## config.mk

```make
export PLATFORM = sky130hd
export DESIGN_NAME = mux_rr_sel_arbiter
export DESIGN_NICKNAME = d
export VERILOG_FILES = /design/src/rtl/mux_rr_sel_arbiter.sv
export SDC_FILE = /design/constraint.sdc
export NUM_CORES = 1
export LEC_CHECK = 0
export ABC_AREA = 1
export BUFFER_PORTS_ARGS = -buffer_cell sky130_fd_sc_hd__buf_2
export CORE_ASPECT_RATIO = 1.25
export CORE_UTILIZATION = 30
export CTS_CLUSTER_DIAMETER = 100
export DETAILED_ROUTE_END_ITERATION = 6
export PLACE_DENSITY = 0.59
export SETUP_SLACK_MARGIN = 0.02
export SYNTH_ARGS = -nofsm -noshare
export SYNTH_HDL_FRONTEND = slang
export SYNTH_SLANG_ARGS = --single-unit
```

## constraint.sdc

```tcl
create_clock -name i_clk -period 2.7 [get_ports i_clk]
set_input_delay 0.54 -clock i_clk [delete_from_list [all_inputs] [get_ports i_clk]]
set_output_delay 0.54 -clock i_clk [all_outputs]
set_load 0.01 [all_outputs]
```

## src/rtl/mux_rr_sel_arbiter.sv

```systemverilog
// Round-robin arbiter that owns the select of a shared 8:1 mux.
// Grants are held until the owner drops its request or the hold limit expires.
module mux_rr_sel_arbiter #(
    parameter int unsigned MAX_HOLD = 16,
    parameter int unsigned HOLD_W   = 8
) (
    input  logic              i_clk,
    input  logic              i_rst_n,
    input  logic              i_en,
    input  logic [7:0]        i_req,
    output logic [2:0]        o_sel,
    output logic [7:0]        o_gnt,
    output logic              o_valid,
    output logic [HOLD_W-1:0] o_hold_cnt
);

    typedef enum logic [0:0] {StIdle, StGrant} state_e;

    state_e            r_state;
    logic [2:0]        r_ptr;
    logic [2:0]        r_sel;
    logic [7:0]        r_gnt;
    logic              r_valid;
    logic [HOLD_W-1:0] r_hold_cnt;

    logic [2:0]        w_idx;
    logic [2:0]        w_pick;
    logic              w_found;
    logic              w_at_limit;
    logic              w_release;

    // First set request at or after the round-robin pointer, wrapping mod 8.
    always_comb begin
        w_idx   = r_ptr;
        w_pick  = r_ptr;
        w_found = 1'b0;
        for (int i = 0; i < 8; i++) begin
            w_idx = r_ptr + 3'(i);
            if (!w_found && i_req[w_idx]) begin
                w_pick  = w_idx;
                w_found = 1'b1;
            end
        end
    end

    always_comb begin
        w_at_limit = (MAX_HOLD != 0) && (r_hold_cnt == HOLD_W'(MAX_HOLD));
        w_release  = !i_req[r_sel] || w_at_limit;
    end

    always_ff @(posedge i_clk or negedge i_rst_n) begin
        if (!i_rst_n) begin
            r_state    <= StIdle;
            r_ptr      <= 3'd0;
            r_sel      <= 3'd0;
            r_gnt      <= 8'd0;
            r_valid    <= 1'b0;
            r_hold_cnt <= '0;
        end else begin
            case (r_state)
                StIdle: begin
                    if (i_en && w_found) begin
                        r_state    <= StGrant;
                        r_sel      <= w_pick;
                        r_gnt      <= 8'd1 << w_pick;
                        r_valid    <= 1'b1;
                        r_hold_cnt <= HOLD_W'(1);
                    end
                end
                StGrant: begin
                    if (w_release) begin
                        r_state    <= StIdle;
                        r_gnt      <= 8'd0;
                        r_valid    <= 1'b0;
                        r_hold_cnt <= '0;
                        r_ptr      <= r_sel + 3'd1;
                    end else if (r_hold_cnt != {HOLD_W{1'b1}}) begin
                        // Saturates rather than wraps when there is no hold limit.
                        r_hold_cnt <= r_hold_cnt + HOLD_W'(1);
                    end
                end
                default: r_state <= StIdle;
            endcase
        end
    end

    assign o_sel      = r_sel;
    assign o_gnt      = r_gnt;
    assign o_valid    = r_valid;
    assign o_hold_cnt = r_hold_cnt;

endmodule

```

; Word level (Yosys, flattened, before mapping)
; Cells that the tools add are included.
[totals]
reg_bits = 24
elab_cells = 98
inputBits = 11
output_inout_bits = 20
[op_classes]
reduce_logical = 21
n_bitwise = 1
eq_ne = 5
n_addsub = 9
shifts = 1
order_cmp = 9
mux = 46
[ops]
columns = operator, n
row1 = 8-bit 2-to-1 mux, 5
row2 = 3-bit by 4-bit < comparator with 1-bit output (second input constant), 9
row3 = 8-bit one-hot mux with 2 select lines, 2
row4 = 1-bit binary-select mux with 3-bit select, 9
row5 = 1-bit 2-to-1 mux, 21
row6 = 3-bit 2-to-1 mux, 7
row7 = 3-bit adder (second input constant), 4
row8 = 8-bit by 1-bit adder with 8-bit output (second input constant), 1
row9 = 8-bit by 5-bit equality test with 1-bit output (second input constant), 1
row10 = 1-bit logical AND, 8
row11 = 1-bit zero test, 8
row12 = 8-bit inequality test (second input constant), 1
row13 = 2-bit AND reduction, 4
row14 = 1-bit by 3-bit << shifter with 8-bit output (first input constant), 1
row15 = 3-bit by 1-bit adder with 3-bit output (second input constant), 2
row16 = 3-bit by 2-bit adder with 3-bit output (second input constant), 2
row17 = 1-bit one-hot mux with 2 select lines, 2
row18 = 3-bit by 1-bit inequality test with 1-bit output (second input constant), 1
row19 = 2-bit by 1-bit inequality test with 1-bit output (second input constant), 1
row20 = 2-bit inequality test (second input constant), 1
row21 = 1-bit logical OR, 1
row22 = 1-bit NOT, 1

; Longest topological paths before layout
[logic_depth]
word_depth = 27
mapped_depth = 21
depth_no_buf = 20

; Least setup slack after synthesis
; No wires, ideal clock.
[synth_timing]
kind = register to register
from = register r_ptr[0]
to = register r_hold_cnt[3] (netlist: o_hold_cnt[3])
synth_period_minus_slack_ps = 2496
t_arrival_ps = 2376
required_ps = 2581
path_stages_with_launch = 19
path_buffers = 2
setup_ps = 119
path_slack_ps = 204
cell_sequence = dfrtp_1 inv_2 buf_6 ha_1 inv_1 nand3_1 nand3_1 nand2_2 nor2_2 nand4_2 nor2_4 nand2_2 o21ai_4 nand2_2 nand2_2 inv_2 buf_6 nand4_1 o21ai_2
[synth_between]
elab_chain_len = 27
word_cells_on_any_way = 48
cone_classes = add/sub (7) / eq/ne (1) / mux (24) / reduce/logical (16)
[synth_lines]
columns = element, line
row1 = from (decl), 20  ; logic [2:0] r_ptr;
row2 = from (signal assigned), 76  ; r_ptr <= r_sel + 3'd1;
row3 = branches (longest 23 deep; another with 3-bit by 1-bit adder with 3-bit output), n/a
row4 = 1-bit 2-to-1 mux *, 39  ; if (!w_found && i_req[w_idx]) begin
row5 = 1-bit logical AND *, 62  ; if (i_en && w_found) begin
row6 = 2-bit inequality test (no line) *, n/a
row7 = 2-bit AND reduction (no line) *, n/a
row8 = to (signal assigned), 79  ; r_hold_cnt <= r_hold_cnt + HOLD_W'(1);
row9 = to (decl), 24  ; logic [HOLD_W-1:0] r_hold_cnt;
; Every way passes the cells marked *. The select of a mux whose other input is x is not followed.
; A chain may end at the register's enable or synchronous reset.

; Worst setup path after layout
[layout_timing]
from = register r_ptr[1]
to = register r_hold_cnt[6] (netlist: o_hold_cnt[6])
; Same word-level chain as after synthesis.

==> run metrics <==
status finished, final reports clean; Yosys Warn Count 0; layout cells sized above 1 24.9%; die area 0.00705 mm^2; Reg clk slew, reported paths 0.09 ns; DR vias 2054; Reg power frac around 17%; Syn Area/Cell 6.56 um^2; DR DRC count 0; setup violators final 0; Hold Crit Class input pin to asynchronous set/reset pin; Tmin final 2.43 ns; Worst Clk Skew 0.00384 ns; IO Port Bufs 30; WL/cell around 12 um; Clk pwr share 7.4%; Critical Path, Cell by Cell inv_2 > ha_4 > buf_4 > nand3_1 > nand3_1 > nand2_2 > nor2_4 > nand4_2 > nor2_4 > nand2_2 > o21ai_4 > nand2_2 > nand2_2 > inv_4 > nand2_1 > nand2_1 > a21oi_1; hpwl dp 4190 um; RSZ-0062 raised after global routing false; CP Max Fanout 13; r2r endpoint o_hold_cnt[6]; first-pass GRT wire length 9230 um; CTS Hold Bufs 0; Sw Ratio 56.8%; reg2reg path depth 17; critical setup path kind register to register; Reg2Reg Setup Slack roughly 0.27 ns; Main synth FF type dfrtp_1; dpl ws around 0.2 ns; final-report hold violation count 0; initial antenna violation count 0; Hold Worst Slack 0.247 ns; Seq/Total Area, Yosys 29.8%; Tcrit/Tclk final 89.9%; Critical Path End Type register; LEAKAGE 1.27 nW; die height 93.6 um; CP most frequent cell nand2_2; CP max stage delay 0.39 ns; Power Density approximately 1400 mW/mm^2; max_slew headroom 62.8%; vias in the first global route about 2100; Syn Nets 323; Internal 0.00146 W; Crit path max-delay family simple AND/OR/NAND/NOR gates; Crit path buffers/inverters 3; total global-route track usage 16.6%; CTS buffer count 3; Clk Latency, worst-skew pair 0.27 ns; standard-cell row count 33; EDFF count, synth 0; Die X approximately 75 um; sw power 0.00191 W; CTS sink cnt 24; CTS root buf clkbuf_8; Initial DRC Count 113; I/O pins 31; fin cells 433; Gate power share 75.4%; initial cell density of the core 30.9%; Post-DRT Antenna Nets 0; fin nets ~360; CTS tree done; dpl cells 428; Final Routed Wirelength approximately 5300 um; commonest non-fill, non-tap cell in the layout nand2_1; Worst setup SP type register; deepest level of the CTS H-tree 1; Max Freq around 0.4 GHz; diodes inserted 0; crit path DAT around 2.6 ns; post-cts sizing count 0; worst r2r src r_ptr[1]; drt pass-1 iters 4; largest net degree at the start of global routing 25; Slew Viols, Final 0; Synth cell types 31; GP Congestion 0.938; worst slew pin tran 0.557 ns; Final Power 0.00337 W; # Max-Cap Violations 0; FFs w/ async S/R, synth between 90% and 100%; vias per cell 4.74; commonest non-fill, non-tap cells in the layout 105 x nand2_1, 46 x nand3_1, 30 x buf_2; area grow syn2layout 19.8%; final worst slack 0.273 ns; Critical-path top delay cell dfrtp_1; post-synthesis cell area 0.00201 mm^2; cells after synthesis 307; setup bufs post-CTS 0; Final TNS setup 0 ns; Req. time, crit path 2.90 ns; count of state elements after synthesis 24; worst-case clock buffer depth 2; Max rail drop VDD 0.000513 V; total core area 0.00652 mm^2; grt total ovfl 0
==> cell families (layout without fill, tap and decap cells) <==
family / Yosys count / after routing / share of synthesized area, %
XOR/XNOR: 8 / 8 / 3.48
multiplexers: 1 / 1 / 0.559
AO/OA/AOI/OAI: 29 / 29 / 9.44
buffers and inverters: 38 / 76 / 8.63
AND/OR/NAND/NOR: 202 / 203 / 45.0
adder cells (fa/ha/maj): 5 / 5 / 3.11
flip-flops: 24 / 24 / 29.8
==> worst max-delay path by stage <==
stage	end	cells past startpoint	start	slack [ns]
2_1_floorplan	o_hold_cnt[3]	18	r_ptr[0]	0.20
5_1_grt	o_gnt[3]	17	r_ptr[1]	0.03
4_1_cts	o_hold_cnt[6]	14	r_ptr[1]	0.16
6_report	o_hold_cnt[6]	17	r_ptr[1]	0.27
3_3_place_gp	o_hold_cnt[6]	12	r_ptr[1]	0.21
3_5_place_dp	o_hold_cnt[6]	14	r_ptr[1]	0.20
==> synth_stat cells (5+ instances only) <==
cell type / number / area [um^2]
inv_2: 6 / 22.5
o21ai_0: 10 / 50.1
dfrtp_1: 24 / 601
nor2_1: 20 / 75.1
nand2_1: 106 / 398
o21ai_2: 6 / 52.6
nand4_1: 5 / 31.3
nand3_1: 47 / 235
xor2_1: 7 / 61.3
inv_1: 26 / 97.6
ha_1: 5 / 62.6
nand2_2: 10 / 62.6
==> power groups by stage <==
stage                     Sequential (W)  Clock (W)  Combinational (W)
after global routing            0.000597   0.000265            0.00292
after CTS                       0.000575   0.000258            0.00241
after global placement          0.000580          0            0.00240
after floorplan                 0.000588          0            0.00181
after detailed placement        0.000582          0            0.00240
final                           0.000577   0.000250            0.00254
==> flip-flops by register name, summed over array words and instances, names as in the netlist <==
register and count:
r_ptr 3, o_gnt 8, o_hold_cnt 8, r_state 1
o_valid 1, o_sel 3
==> metrics by stage <==
step | instance area, um^2 | utilization (%)
floorplan | 2010 | -
global placement | 2290 | 35.2
detailed placement | 2290 | 35.2
CTS | 2350 | 36.0
global route | 2410 | 37.0
finish | 2410 | 37.0
==> cell type report <==
class                      instances  area (um^2)
fill                             743         4110
multi-input combinational        246         1300
timing repair buffer              40          225
tap                               87          109
clock buffer                       4         55.1
inverter                          32          123
sequential                        24          602
==> per-layer routing <==
| metal | track usage, % | wire length (um) | vias up |
|---|---|---|---|
| met1 | 21.1 | 2390 | 930 |
| met4 | 4.01 | 87 | 0 |
| li1 | - | - | 1077 |
| met3 | 1.40 | 189 | 9 |
| met5 | 0 | 0 | - |
| met2 | 29.5 | 2590 | 38 |
Power figures use the tool's default switching activity.
